### config.mk
export PLATFORM = sky130hd
export DESIGN_NAME = operand_fwd_sel_flat
export DESIGN_NICKNAME = d
export VERILOG_FILES = /design/src/rtl/operand_fwd_sel_if.sv /design/src/rtl/operand_fwd_sel.sv /design/src/flat_wrapper.sv
export SDC_FILE = /design/constraint.sdc
export NUM_CORES = 1
export LEC_CHECK = 0
export BUFFER_PORTS_ARGS = -buffer_cell sky130_fd_sc_hd__buf_2
export CAP_MARGIN = 20
export CORE_UTILIZATION = 57
export CTS_CLUSTER_DIAMETER = 80
export DETAILED_ROUTE_END_ITERATION = 6
export MAX_ROUTING_LAYER = met4
export PLACE_DENSITY = 0.87
export SETUP_SLACK_MARGIN = 0.1
export SYNTH_ARGS = -nofsm -noshare
export SYNTH_HDL_FRONTEND = slang
export SYNTH_SLANG_ARGS = --single-unit
### constraint.sdc
create_clock -name clk -period 5.4 [get_ports clk]
set_input_delay 1.35 -clock clk [delete_from_list [all_inputs] [get_ports clk]]
set_output_delay 1.35 -clock clk [all_outputs]
set_load 0.02 [all_outputs]
### src/rtl/operand_fwd_sel_if.sv
// Decode-to-EX forwarding bus: the ID-stage instruction fields going in, the
// EX operand-mux selects and the load-use stall coming back.
interface operand_fwd_sel_if #(
  parameter int RA_W = 5
);
  logic            id_valid;
  logic [RA_W-1:0] id_rs1;
  logic [RA_W-1:0] id_rs2;
  logic            id_rs1_used;
  logic            id_rs2_used;
  logic            id_a_pc;
  logic            id_b_imm;
  logic [RA_W-1:0] id_rd;
  logic            id_we;
  logic            id_is_load;
  logic            flush;
  logic [2:0]      sel_a;
  logic [2:0]      sel_b;
  logic            stall;

  modport master (
    output id_valid, id_rs1, id_rs2, id_rs1_used, id_rs2_used, id_a_pc,
           id_b_imm, id_rd, id_we, id_is_load, flush,
    input  sel_a, sel_b, stall
  );

  modport slave (
    input  id_valid, id_rs1, id_rs2, id_rs1_used, id_rs2_used, id_a_pc,
           id_b_imm, id_rd, id_we, id_is_load, flush,
    output sel_a, sel_b, stall
  );
endinterface

### src/rtl/operand_fwd_sel.sv
// EX-stage operand forwarding select and load-use stall, with a private EX/MEM/WB
// tag pipeline. Define FWD_WB2_EN to add the WB2 slot (select 011).
module operand_fwd_sel #(
  parameter int RA_W = 5
) (
  input  logic              clk,
  input  logic              rst,
  operand_fwd_sel_if.slave  fs
);

`ifdef FWD_WB2_EN
  localparam int NSLOT = 4;
`else
  localparam int NSLOT = 3;
`endif

  localparam logic [2:0] SEL_RF   = 3'b000;
  localparam logic [2:0] SEL_IMM  = 3'b100;
  localparam logic [2:0] SEL_PC   = 3'b101;
  localparam logic [2:0] SEL_ZERO = 3'b110;

  typedef struct packed {
    logic            valid;
    logic [RA_W-1:0] rs1;
    logic [RA_W-1:0] rs2;
    logic            rs1_used;
    logic            rs2_used;
    logic            a_pc;
    logic            b_imm;
  } cons_t;

  typedef struct packed {
    logic            valid;
    logic            we;
    logic [RA_W-1:0] rd;
  } prod_t;

  cons_t                 cons_q, cons_d;
  prod_t [NSLOT-1:0]     slot_q, slot_d;
  logic                  ex_load_q, ex_load_d;
  logic                  stall;
  logic                  issue;
  logic [NSLOT-1:1]      hit_a, hit_b;
  logic [2:0]            sel_a, sel_b;

  // Slot 0 is EX; only the EX occupant can cause a load-use hazard.
  always_comb begin
    stall = fs.id_valid & slot_q[0].valid & slot_q[0].we & ex_load_q &
            (slot_q[0].rd != '0) &
            ((fs.id_rs1_used & (fs.id_rs1 == slot_q[0].rd)) |
             (fs.id_rs2_used & (fs.id_rs2 == slot_q[0].rd)));
  end

  always_comb begin
    issue     = fs.id_valid & ~stall & ~fs.flush;
    cons_d    = '0;
    ex_load_d = 1'b0;
    slot_d[0] = '0;
    if (issue) begin
      cons_d.valid    = 1'b1;
      cons_d.rs1      = fs.id_rs1;
      cons_d.rs2      = fs.id_rs2;
      cons_d.rs1_used = fs.id_rs1_used;
      cons_d.rs2_used = fs.id_rs2_used;
      cons_d.a_pc     = fs.id_a_pc;
      cons_d.b_imm    = fs.id_b_imm;
      slot_d[0].valid = 1'b1;
      slot_d[0].we    = fs.id_we;
      slot_d[0].rd    = fs.id_rd;
      ex_load_d       = fs.id_is_load;
    end
    for (int k = 1; k < NSLOT; k++) begin
      slot_d[k] = slot_q[k-1];
    end
  end

  always_ff @(posedge clk or negedge rst) begin
    if (!rst) begin
      cons_q    <= '0;
      slot_q    <= '0;
      ex_load_q <= 1'b0;
    end else begin
      cons_q    <= cons_d;
      slot_q    <= slot_d;
      ex_load_q <= ex_load_d;
    end
  end

  genvar gi;
  generate
    for (gi = 1; gi < NSLOT; gi++) begin : g_hit
      assign hit_a[gi] = slot_q[gi].valid & slot_q[gi].we & (slot_q[gi].rd != '0) &
                         (slot_q[gi].rd == cons_q.rs1);
      assign hit_b[gi] = slot_q[gi].valid & slot_q[gi].we & (slot_q[gi].rd != '0) &
                         (slot_q[gi].rd == cons_q.rs2);
    end
  endgenerate

  // Slot index k doubles as its select code (MEM=1, WB=2, WB2=3); scanning
  // oldest-first lets the youngest matching producer win.
  always_comb begin
    sel_a = SEL_RF;
    if (cons_q.valid) begin
      if (cons_q.a_pc) begin
        sel_a = SEL_PC;
      end else if (!cons_q.rs1_used || (cons_q.rs1 == '0)) begin
        sel_a = SEL_ZERO;
      end else begin
        for (int k = NSLOT - 1; k >= 1; k--) begin
          if (hit_a[k]) sel_a = 3'(k);
        end
      end
    end
  end

  always_comb begin
    sel_b = SEL_RF;
    if (cons_q.valid) begin
      if (cons_q.b_imm) begin
        sel_b = SEL_IMM;
      end else if (!cons_q.rs2_used || (cons_q.rs2 == '0)) begin
        sel_b = SEL_ZERO;
      end else begin
        for (int k = NSLOT - 1; k >= 1; k--) begin
          if (hit_b[k]) sel_b = 3'(k);
        end
      end
    end
  end

  assign fs.sel_a = sel_a;
  assign fs.sel_b = sel_b;
  assign fs.stall = stall;

endmodule

### src/flat_wrapper.sv
// flat-port wrapper written by rule: the top's interface ports become plain ports
module operand_fwd_sel_flat 
#(
  parameter int RA_W = 5
)
  (clk, rst, fs_id_valid, fs_id_rs1, fs_id_rs2, fs_id_rs1_used, fs_id_rs2_used, fs_id_a_pc, fs_id_b_imm, fs_id_rd, fs_id_we, fs_id_is_load, fs_flush, fs_sel_a, fs_sel_b, fs_stall);
  operand_fwd_sel_if #(.RA_W(RA_W)) fs_i ();
  input  logic clk;
  input  logic rst;
  input wire logic [$bits(fs_i.id_valid)-1:0] fs_id_valid;
  input wire logic [$bits(fs_i.id_rs1)-1:0] fs_id_rs1;
  input wire logic [$bits(fs_i.id_rs2)-1:0] fs_id_rs2;
  input wire logic [$bits(fs_i.id_rs1_used)-1:0] fs_id_rs1_used;
  input wire logic [$bits(fs_i.id_rs2_used)-1:0] fs_id_rs2_used;
  input wire logic [$bits(fs_i.id_a_pc)-1:0] fs_id_a_pc;
  input wire logic [$bits(fs_i.id_b_imm)-1:0] fs_id_b_imm;
  input wire logic [$bits(fs_i.id_rd)-1:0] fs_id_rd;
  input wire logic [$bits(fs_i.id_we)-1:0] fs_id_we;
  input wire logic [$bits(fs_i.id_is_load)-1:0] fs_id_is_load;
  input wire logic [$bits(fs_i.flush)-1:0] fs_flush;
  output wire logic [$bits(fs_i.sel_a)-1:0] fs_sel_a;
  output wire logic [$bits(fs_i.sel_b)-1:0] fs_sel_b;
  output wire logic [$bits(fs_i.stall)-1:0] fs_stall;
  assign fs_i.id_valid = fs_id_valid;
  assign fs_i.id_rs1 = fs_id_rs1;
  assign fs_i.id_rs2 = fs_id_rs2;
  assign fs_i.id_rs1_used = fs_id_rs1_used;
  assign fs_i.id_rs2_used = fs_id_rs2_used;
  assign fs_i.id_a_pc = fs_id_a_pc;
  assign fs_i.id_b_imm = fs_id_b_imm;
  assign fs_i.id_rd = fs_id_rd;
  assign fs_i.id_we = fs_id_we;
  assign fs_i.id_is_load = fs_id_is_load;
  assign fs_i.flush = fs_flush;
  assign fs_sel_a = fs_i.sel_a;
  assign fs_sel_b = fs_i.sel_b;
  assign fs_stall = fs_i.stall;
  operand_fwd_sel #(.RA_W(RA_W)) u_core (.clk(clk), .rst(rst), .fs(fs_i));
endmodule
# Yosys cells after proc, flatten, opt, wreduce, memory -nomap -nowiden
# Cells that the tools add are included.
# word_totals
reg_bits,37
in_bits,25
output_inout_bits,7
word_cells,65
# classes
n_eq_ne,6
n_mux,13
bitwise_logic,20
n_reduce_logical,9
# ops
cell,count
5-bit equality test,6
3-bit two-way mux,6
1-bit bitwise AND,17
15-bit two-way mux,1
5-bit nonzero test,3
5-bit logical NOT,2
2-bit two-way mux,4
7-bit two-way mux,1
1-bit logical NOT,2
1-bit logical OR,2
1-bit inverter,2
1-bit two-way mux,1
1-bit bitwise OR,1

# Depth between registers and ports, before layout
# Gate-level depths: netlist of run 1.
# depth
depth_word,9
ltp_mapped,6
ltp_nobuf,5

# Worst setup path before layout of run 1
# Ideal clock, no wire load.
# synth_path
kind,input to output
startpoint,in fs_id_rs2[1]
endpoint,out fs_stall
t_arrival_ns,1.992
required_time_ns,4.050
path_slack_ns,2.058
cell_stages,4
path_buffers,0
path_cell_list,xnor2_1 -> nand4_1 -> o22ai_1 -> and2_1
# synth_via
elab_chain_len,4
# synth_lines
item,line,rtl
"start, declared",flat_wrapper.sv:12,input wire logic [$bits(fs_i.id_rs2)-1:0] fs_id_rs2;
5-bit equality test,operand_fwd_sel.sv:51,(fs.id_rs2_used & (fs.id_rs2 == slot_q[0].rd)));
1-bit bitwise AND,operand_fwd_sel.sv:51,
1-bit bitwise OR,operand_fwd_sel.sv:50,((fs.id_rs1_used & (fs.id_rs1 == slot_q[0].rd)) |
1-bit bitwise AND,operand_fwd_sel.sv:49,(slot_q[0].rd != '0) &
"end, declared",flat_wrapper.sv:23,output wire logic [$bits(fs_i.stall)-1:0] fs_stall;
# No other way between the ends.

# Worst setup path after layout of run 1
# layout_path
startpoint,in fs_id_rs2[3]
endpoint,out fs_stall
# Same word-level chain as after synthesis.

==> impl_results.md, run 1 <==
- Resize count post-CTS: 0
- Max IR drop VDD: between 0.3 and 0.4 mV
- Setup TNS Final: 0 ns
- Clock buffer depth: 2
- Skew-Pair Late Insertion Delay: 0.34 ns
- CTS tree: built
- Endpoints failing hold: 0
- Sequential-to-total area share from yosys stat: 58.6%
- Synthesized net count: 153
- Critical path type: input pin to primary output
- CTS H-tree depth: 2
- Worst slew margin: between 50% and 60%
- Met1 global-route usage: about a quarter
- RR Endpoint: u_core.cons_q[7]
- Clock Skews: 0.0100 ns
- # setup viols final: 0
- Reg area: roughly 900 µm²
- Hold depth: 0
- Internal power: ~0.50 mW
- Cts bufs inserted: 5
- Fillers: 169
- NumNets Final: 190
- Flop pwr share: between 40% and 50%
- Layout cell share with drive strength beyond 1: between 20% and 30%
- Hold_buf cts: 0
- RePlAce Congestion: 0.923
- Status: finished clean
- Reg-to-reg slack, setup: 3.82 ns
- Setup crit start kind: input pin
- Vias per cell: 5.25
- Switching power: 0.126 mW
- Commonest non-fill, non-tap cells in the layout: 36 x dfrtp_1, 31 x buf_2, 22 x xnor2_1, 22 x and2_1, 8 x xor2_1
- Synth area leaders: dfrtp_1 59%, xnor2_1 13%, and2_1 9.0%
- Largest net degree at the start of global routing: 37
- CTS Sinks: 36
- Multi-input logic area: ~630 µm²
- Initial Util: 61.0%
- Syn Std Cell Area: 1540 µm²
- Initial antenna violation count: 0
- Detailed Routing Iterations Pass 1: 4
- CTS root buf: clkbuf_4
- CP Data Arrival Time: 2.26 ns
- Wirelength per Cell: 14.0 µm
- PwrDens: 336 nW/µm²
- Combinational fraction of design power: under 10%
- Crit. End Element: primary output
- Slew Viols, Final: 0
- Port bufs: 31
- FF+latch count, synth: 36
- DRT Wirelength: 2.75 mm
- Power Total: 0.624 mW
- Synth unique cells: 23
- Most common cell after layout, fill and taps aside: dfrtp_1
- WHS Endpoint: u_core.slot_d[19]
- Core ar.: 2520 µm²
- Min-delay worst type: flip-flop to flip-flop
- N_diodes: 0
- Worst-margin pin slew: 0.747 ns
- Ports: 32
- HP Start: u_core.slot_d[12]
- Clock Power Share: 45.0%
- R2R cell count: 6
- # DRC: 0
- Gr ovfl total: 0
- Die Wd: 53.9 µm
- Max Cap Viol: 0
- Area Growth Syn to Fin: 20.7%
- Row cnt: 18
- First-pass GRT wire length: around 4.4 mm
- Leak: 0.916 nW
- Vias in the first global route: 1024
- Tmin final: 3.61 ns
- Switch share: 20.2%
- Mean Syn Cell Area: roughly 12 µm²
- Post-route ant nets: 0
- Clock transition at the registers of the reported paths: 0.11 ns
- Area leader, netlist: dfrtp_1
- Final HPWL from detailed placement: about 2.1 mm
- Initial DRC count: 15
- Crit path max fanout: 2
- Worst reg2reg path startpoint: u_core.slot_d[8]
- DIE HEIGHT: 53.9 µm
- Worst path required time: 4.05 ns
- Gr usage total: a little under a quarter
- Tcrit/Tclk final: between 60% and 70%
- Top Usage Layer GRT: met2
- # Post-CTS Setup Buffers: 0
- RSZ-0062 raised after global routing: no
- Routing usage on met3: between 8 and 9%
- Number of synthesis warnings: 0
- Die ar.: 2910 µm²
- Yosys top cell area share: 58.6%
- Cells after synthesis: 128
- F_max: 277 MHz
- Met2 Use GR: 39.5%
- Routed vias: ~1000
[worst max path at each step]
stage                      start  endpoint  slack [ns]  depth (start not counted)
global placement    fs_id_rs2[3]  fs_stall        1.83                          6
global route        fs_id_rs2[3]  fs_stall        1.65                          6
CTS                 fs_id_rs2[3]  fs_stall        1.79                          6
floorplan           fs_id_rs2[1]  fs_stall        2.06                          4
finish              fs_id_rs2[3]  fs_stall        1.79                          6
detailed placement  fs_id_rs2[2]  fs_stall        1.80                          6
[cell usage after synthesis (all sizes together)]
library cell / instances
dfrtp: 36
and2: 22
xnor2: 22
xor2: 8
or4: 5
a21oi: 4
nand2: 4
nand4: 4
nor2: 3
nor3: 3
nor4: 3
nand2b: 2
nand3: 2
o21a: 2
o21ai: 2
buf: 1
clkbuf: 1
nor2b: 1
o211a: 1
o211ai: 1
o22ai: 1
[routing by layer]
metal	vias to the layer above	part of all wire, %	routed length, µm
met2	29	53	1470
met4	0	1.4	38
met5	-	0	0
li1	508	-	-
met3	7	5.1	139
met1	485	40	1100
[critical path, stage by stage]
cell and delay (ns):
buf_2 0.11, xnor2_1 0.14, nand4_1 0.12, o22ai_1 0.23, and2_1 0.15, buf_2 0.16
[per-stage QoR]
step	area [µm²]	std cells	setup slack, ns	hold slack (ns)	utilization [%]
5_1_grt	1860	196	1.65	0.407	73.6
3_5_place_dp	1720	187	1.80	0.367	68.3
3_3_place_gp	1720	187	1.83	0.362	68.3
6_report	1860	196	1.79	0.392	73.6
2_1_floorplan	1540	128	2.06	0.354	-
4_1_cts	1850	195	1.79	0.392	73.3
[layout make-up]
cell class	count	area share (%)
clock inverter	3	4.85
multi-input combinational	90	33.8
clock buffer	5	2.02
timing repair buffer	32	8.76
sequential	36	48.5
tap	30	2.02
[power groups by stage]
stage | Combinational, mW | Clock, mW | Sequential, mW
6_report | 0.0515 | 0.281 | 0.291
5_1_grt | 0.0580 | 0.295 | 0.293
4_1_cts | 0.0518 | 0.282 | 0.291
3_5_place_dp | 0.0513 | 0 | 0.297
3_3_place_gp | 0.0492 | 0 | 0.296
2_1_floorplan | 0.0312 | 0 | 0.294
[flip-flops by register name, indices dropped and copies added, names as in the netlist]
signal	flops
u_core.cons_q	15
u_core.slot_d	13
u_core.slot_q	7
u_core.ex_load_q	1
[cells by family (layout without fill, tap and decap cells)]
group	after synthesis	after routing	share of synthesized area [%]
AO/OA/AOI/OAI	11	11	4.96
XOR/XNOR	30	30	17.1
buffers and inverters	2	40	0.569
flip-flops	36	36	58.6
AND/OR/NAND/NOR	49	49	18.8
(Power assumes the default switching activity.)
==> inputs of run 2 (changes only) <==
- CORE_UTILIZATION: 57 -> 48
- PLACE_DENSITY: 0.87 -> 0.78
- clock period: 5.4 -> 3.2 ns (I/O delays scaled with it)
==> run 2 against run 1 <==
  * Non-clock buffer count unchanged
  * Sequential power grew 69%
  * Die area increased by 18%
  * Largest power group unchanged
  * Combinational power is 69% higher
  * Power grew 33%
  * Sequential share of layout area increased by 1.3 points
  * Critical path type is now flip-flop to primary output
  * Utilization is 14 points lower
==> impl_results.md, run 2 (same netlist as run 1, synthesis figures left out) <==
- Worst reg2reg path startpoint: u_core.slot_d[8]
- Initial Util: 50.4% (-11 points)
- Largest net degree at the start of global routing: 37 (unchanged)
- Clock transition at the registers of the reported paths: 0.11 ns (about the same)
- DRT Wirelength: 2.65 mm (-3.8%)
- DIE HEIGHT: 58.6 µm (+8.6%)
- Leak: 0.882 nW (-3.7%)
- CTS H-tree depth: 2 (unchanged)
- Hold_buf cts: 0 (unchanged)
- Gr usage total: 18.8% (-4.7 points)
- Max FFs per register: 15 (unchanged)
- F_max: around 350 MHz
- NumNets Final: 190 (unchanged)
- Detailed Routing Iterations Pass 1: 4 (unchanged)
- Vias in the first global route: 1039 (+1.5%)
- Status: finished clean
- Tcrit/Tclk final: 89.0%
- Setup TNS Final: 0 ns (unchanged)
- Critical path type: flip-flop to primary output
- Routed vias: 1032 (+0.29%)
- Core ar.: 3050 µm² (+21%)
- CP max stage delay: 0.53 ns (+0.30 ns)
- Reg area: 901 µm² (unchanged)
- R2R cell count: 6 (unchanged)
- Die ar.: 3430 µm² (+18%)
- CTS root buf: clkbuf_4
- Ports: 32 (unchanged)
- Crit path max fanout: 3 (+1)
- Worst Setup EP: fs_sel_a[1]
- Commonest non-fill, non-tap cells in the layout: 36 x dfrtp_1, 31 x buf_2, 22 x xnor2_1, 22 x and2_1, 8 x xor2_1
- Final HPWL from detailed placement: 2.11 mm (+1.7%)
- Vias per cell: 4.91 (-6.4%)
- Initial DRC count: 16 (+1)
- # setup viols final: 0 (unchanged)
- Max Cap Viol: 0 (unchanged)
- Layout cell share with drive strength beyond 1: 24.7% (-0.60 points)
- CTS tree: built
- N_diodes: 0 (unchanged)
- Final worst slack: 0.352 ns (-1.44 ns)
- Row cnt: 20 (+2)
- Worst path required time: 2.40 ns (-1.65 ns)
- Wirelength per Cell: 12.6 µm (-10%)
- Max IR drop VDD: 0.348 mV (+15%)
- Pre-CTS setup slack: 0.710 ns (-1.09 ns)
- Reg-to-reg slack, setup: 1.42 ns (-2.40 ns)
- RSZ-0062 raised after global routing: no
- Crit path from: u_core.cons_q[9]
- PwrDens: 457 nW/µm² (+36%)
- Slew Viols, Final: 0 (unchanged)
- Post-route ant nets: 0 (unchanged)
- CP Data Arrival Time: 2.05 ns (-0.21 ns)
- # DRC: 0 (unchanged)
- Worst slew margin: 50.1% (-0.12 points)
- Skew-Pair Late Insertion Delay: 0.33 ns (about the same)
- Critical-path cell list: or4_1 > o21ai_2 > nor4_1 > a21oi_2 > o211a_1 > buf_2
- # Post-CTS Setup Buffers: 0 (unchanged)
- Die Wd: 58.6 µm (+8.6%)
- Port bufs: 31 (unchanged)
- First-pass GRT wire length: 4.48 mm (+2.4%)
- CP max-delay cell: or4_1
- Post-layout util: 59.3% (-14 points)
- Multi-input logic area: 628 µm² (unchanged)
- Gr ovfl total: 0 (unchanged)
- RePlAce Congestion: 0.800 (-13%)
- CTS Sinks: 36 (unchanged)
- Resize count post-CTS: 0 (unchanged)
- Crit. End Element: primary output
- Cts bufs inserted: 5 (unchanged)
- Tmin final: about 2.8 ns
- WHS: 0.397 ns (+0.00499 ns)
- Clock buffer depth: 2 (unchanged)
- Min-delay worst type: flip-flop to flip-flop
- Register bank with the most flops: u_core.cons_q
- Area Growth Syn to Fin: 17.7%
- RR Endpoint: u_core.cons_q[8]
- Endpoints failing hold: 0 (unchanged)
- Most common cell after layout, fill and taps aside: dfrtp_1
- Clock Skews: 0.0148 ns (+0.00473 ns)
- Initial antenna violation count: 0 (unchanged)
- Fillers: 273 (+62%)
- Worst-margin pin slew: 0.749 ns (+0.00174 ns)
- Setup crit start kind: flip-flop
[run 2: cell types whose count changed in the layout (fill, tap and decap cells not counted)]
cell        delta
clkbuf_1       +1
bufinv_16      -3
clkinvlp_4     +1
clkbuf_8       +1
[run 2: cell type report]
cell class | count | area share [%]
repair buffers | 32 | 8.99
clock inverters | 1 | 0.415
clock buffers | 7 | 3.04
flip-flops and latches | 36 | 49.8
well taps | 44 | 3.04
multi-input cells | 90 | 34.7
[run 2: how the worst min path moves through the flow]
stage                            from  depth (start not counted)           endpoint
global route        u_core.slot_d[12]                          0  u_core.slot_d[19]
finish              u_core.slot_d[20]                          0  u_core.slot_q[20]
detailed placement  u_core.slot_d[12]                          0  u_core.slot_d[19]
CTS                 u_core.slot_d[12]                          0  u_core.slot_d[19]
floorplan           u_core.slot_d[19]                          0  u_core.slot_q[19]
global placement    u_core.slot_d[20]                          0  u_core.slot_q[20]
[run 2: metrics by stage]
step / area (µm²) / power (mW) / instances
after global placement: 1750 / 0.584 / 202
after global routing: 1810 / 0.866 / 210
final: 1810 / 0.827 / 210
after floorplan: 1540 / 0.548 / 128
after CTS: 1810 / 0.834 / 210
after detailed placement: 1750 / 0.589 / 202
[run 2: power by group]
part,leakage (nW),internal (mW),switching [mW]
sequential,0.483,0.472,0.0188
clock,0.0315,0.108,0.141
combinational,0.368,0.0451,0.0420
total,0.882,0.625,0.202
[run 2: critical path: cells and delay by family (launching register included)]
family                 cells  cell delay, ns
AND/OR/NAND/NOR            2            0.62
AO/OA/AOI/OAI              3            0.49
flip-flops                 1            0.44
buffers and inverters      1            0.15
[run 2: metal layers]
metal / wire (µm) / vias to the layer above / GRT usage (%)
li1: - / 502 / -
met1: 1100 / 484 / 20.6
met5: 0 / - / -
met2: 1340 / 38 / 32.3
met4: 64 / 0 / 7.14
met3: 147 / 8 / 5.71
==> inputs of run 3 (changes only) <==
- CORE_UTILIZATION: 48 -> 50
- CTS_BUF_LIST: default -> sky130_fd_sc_hd__clkbuf_4
- PLACE_DENSITY: 0.78 -> 0.81
- clock period: 3.2 -> 2.6 ns (I/O delays scaled with it)
==> run 3 against run 2 <==
  * The run now ends with DRC, setup timing left
  * Cell area increased by 16%
  * Global-route usage up 5.0 points
  * Setup slack worse by 0.41 ns
  * Power is 63% higher
  * Utilization grew 15 points
  * Clock power rose by 140%
  * Clock skew grew 0.0030 ns
  * Critical endpoint unchanged
  * Die area shrank 3.9%
  * Final cell count grew 1.9%
==> impl_results.md, run 3 (same netlist as run 1, synthesis figures left out) <==
- First-pass GRT wire length: 5.41 mm (+21%)
- Worst-margin pin slew: 0.768 ns (+0.0187 ns)
- Tcrit/Tclk final: 102%
- Die Wd: 57.5 µm (-2.0%)
- Gr ovfl total: 0 (unchanged)
- Crit. End Element: primary output
- Cts bufs inserted: 5 (unchanged)
- Initial Util: 54.4% (+4.0 points)
- CP max-delay cell: or4_1
- Post-route ant nets: 0 (unchanged)
- RSZ-0062 raised after global routing: yes
- # DRC: 2 (+2)
- CP max stage delay: 0.52 ns (about the same)
- Worst reg2reg path startpoint: u_core.slot_d[8]
- WHS: 0.353 ns (-0.0440 ns)
- N_diodes: 0 (unchanged)
- Final worst slack: -0.0551 ns (-0.408 ns)
- DRT Wirelength: 3.64 mm (+37%)
- Commonest non-fill, non-tap cells in the layout: 36 x dfrtp_1, 27 x buf_2, 22 x and2_1
- Worst slew margin: 48.8% (-1.2 points)
- RePlAce Congestion: 0.849 (+6.1%)
- Wirelength per Cell: 17.0 µm (+35%)
- Register bank with the most flops: u_core.cons_q
- CP top delay family: simple AND/OR/NAND/NOR gates
- Clock Skews: 0.0177 ns (+0.00298 ns)
- Row cnt: 19 (-5.0%)
- Vias per cell: 5.33 (+8.4%)
- Slew Viols, Final: 0 (unchanged)
- CP Data Arrival Time: 2.01 ns (-0.04 ns)
- Switching power: 0.290 mW (+44%)
- Clock transition at the registers of the reported paths: 0.12 ns (about the same)
- Die ar.: 3300 µm² (-3.9%)
- Tmin final: 2.66 ns
- Post-DP Area: 1730 µm² (-0.93%)
- Layout cell share with drive strength beyond 1: 38.8% (+14 points)
- NumNets Final: 207 (+8.9%)
- DIE HEIGHT: 57.5 µm (-2.0%)
- Initial antenna violation count: 0 (unchanged)
- Clock Power Share: 44.0% (+14 points)
- Power Total: 1.35 mW (+63%)
- # setup viols final: 2 (+2)
- Gr usage total: 23.9% (+5.0 points)
- F_max: about 380 MHz
- Setup crit start kind: flip-flop
- CTS root buf: clkbuf_4
- Critical path type: flip-flop to primary output
- Most common cell after layout, fill and taps aside: dfrtp_1
- CTS Sinks: 36 (unchanged)
- Ports: 32 (unchanged)
- Status: finished, violations left
- CP bufs+invs: 1 (unchanged)
- Endpoints failing hold: 0 (unchanged)
- Core ar.: 2830 µm² (-7.3%)
- Failing checks: DRC, setup timing
- Vias in the first global route: 1201 (+16%)
- Crit path from: u_core.slot_q[14]
- CTS H-tree depth: 2 (unchanged)
- Max Cap Viol: 0 (unchanged)
- Area Growth Syn to Fin: 36.5%
- Skew-Pair Late Insertion Delay: 0.36 ns (+0.03 ns)
- Min-delay worst type: input pin to asynchronous set/reset pin
- Max FFs per register: 15 (unchanged)
- PwrDens: 641 nW/µm² (+40%)
- Leak: 1.03 nW (+17%)
- Final HPWL from detailed placement: 2.16 mm (+2.3%)
- Max IR drop VDD: 0.577 mV (+66%)
- Combinational fraction of design power: 11.0% (+0.5 points)
- Worst path required time: 1.95 ns (-0.45 ns)
- Final Instance Area: 2100 µm² (+16%)
- Switch share: 21.6% (-2.8 points)
- Critical-path cell list: or4_1 > o211ai_1 > nor3_2 > o211a_1 > buf_6
- Clock buffer depth: 2 (unchanged)
- Detailed Routing Iterations Pass 1: 6 (+2)
- Port bufs: 31 (unchanged)
- Hold_buf cts: 0 (unchanged)
- Largest net degree at the start of global routing: 37 (unchanged)
- Initial DRC count: 30 (+14)
- Flop pwr share: 45.0% (-14 points)
- CTS tree: built
- Internal power: 1.06 mW (+69%)
- Routed vias: 1140 (+10%)
- Crit path max fanout: 2 (-1)
## run 3: cell types whose count changed in the layout (fill, tap and decap cells not counted), moves of 3 or more
cell       previous run  this run
buf_4                 1        16
or4_1                 5         1
or4_4                 0         4
bufinv_16             0         3
buf_6                 0         6
buf_2                31        27
## run 3: final cells by class
type,instances,area (µm²)
sequential,36,901
fill,176,731
multi-input combinational,90,708
timing repair buffer,49,323
clock inverter,3,90.1
tap,31,38.8
clock buffer,5,37.5
## run 3: power by group through the flow
stage	Combinational [mW]	Clock, mW	Sequential [mW]
2_1_floorplan	0.0647	0	0.610
6_report	0.147	0.592	0.606
3_3_place_gp	0.105	0	0.615
3_5_place_dp	0.109	0	0.617
5_1_grt	0.160	0.613	0.608
4_1_cts	0.133	0.587	0.604
## run 3: path summary, 6_finish.rpt
path	to	slack, ns	cells after the start
max	fs_sel_a[1]	-0.06	5
min in group clk	u_core.slot_d[19]	0.40	0
min reg2reg	u_core.slot_d[19]	0.40	0
max in group asynchronous	u_core.slot_d[16]	1.75	1
max reg2reg	u_core.cons_q[6]	0.87	6
min	u_core.cons_q[1]	0.35	1
## run 3: worst reg2reg max path: stages (launching register included)
cell	delay, ns
dfrtp_1	0.46
xnor2_1	0.16
nand4_1	0.10
o22ai_1	0.11
a21oi_1	0.42
buf_4	0.26
and2_1	0.15
## run 3: per-layer routing
layer  GRT usage, %  vias up  share of wire [%]  routed length (µm)
met3           7.48       18                5.1                 187
met4           12.2        0                4.8                 176
met2           40.0       40                 53                1910
met1           25.2      543                 37                1360
met5              -        -                  0                   0
li1               -      539                  -                   -
## run 3: repair_timing
item / CTS / global route
pin swaps: 8 / 6
buffers inserted: 11 / 6
resized for setup: 17 / 9
setup endpoints to repair: 5 / 6
## run 3: metrics by stage
step | instances | setup slack, ns | util (%) | TNS, ns
floorplan | 128 | 0.393 | - | 0
global placement | 189 | 0.314 | 61.2 | 0
detailed placement | 189 | 0.284 | 61.2 | 0
CTS | 208 | -0.0359 | 71.0 | -0.0698
global route | 214 | -0.132 | 74.2 | -0.328
finish | 214 | -0.0551 | 74.2 | -0.0971
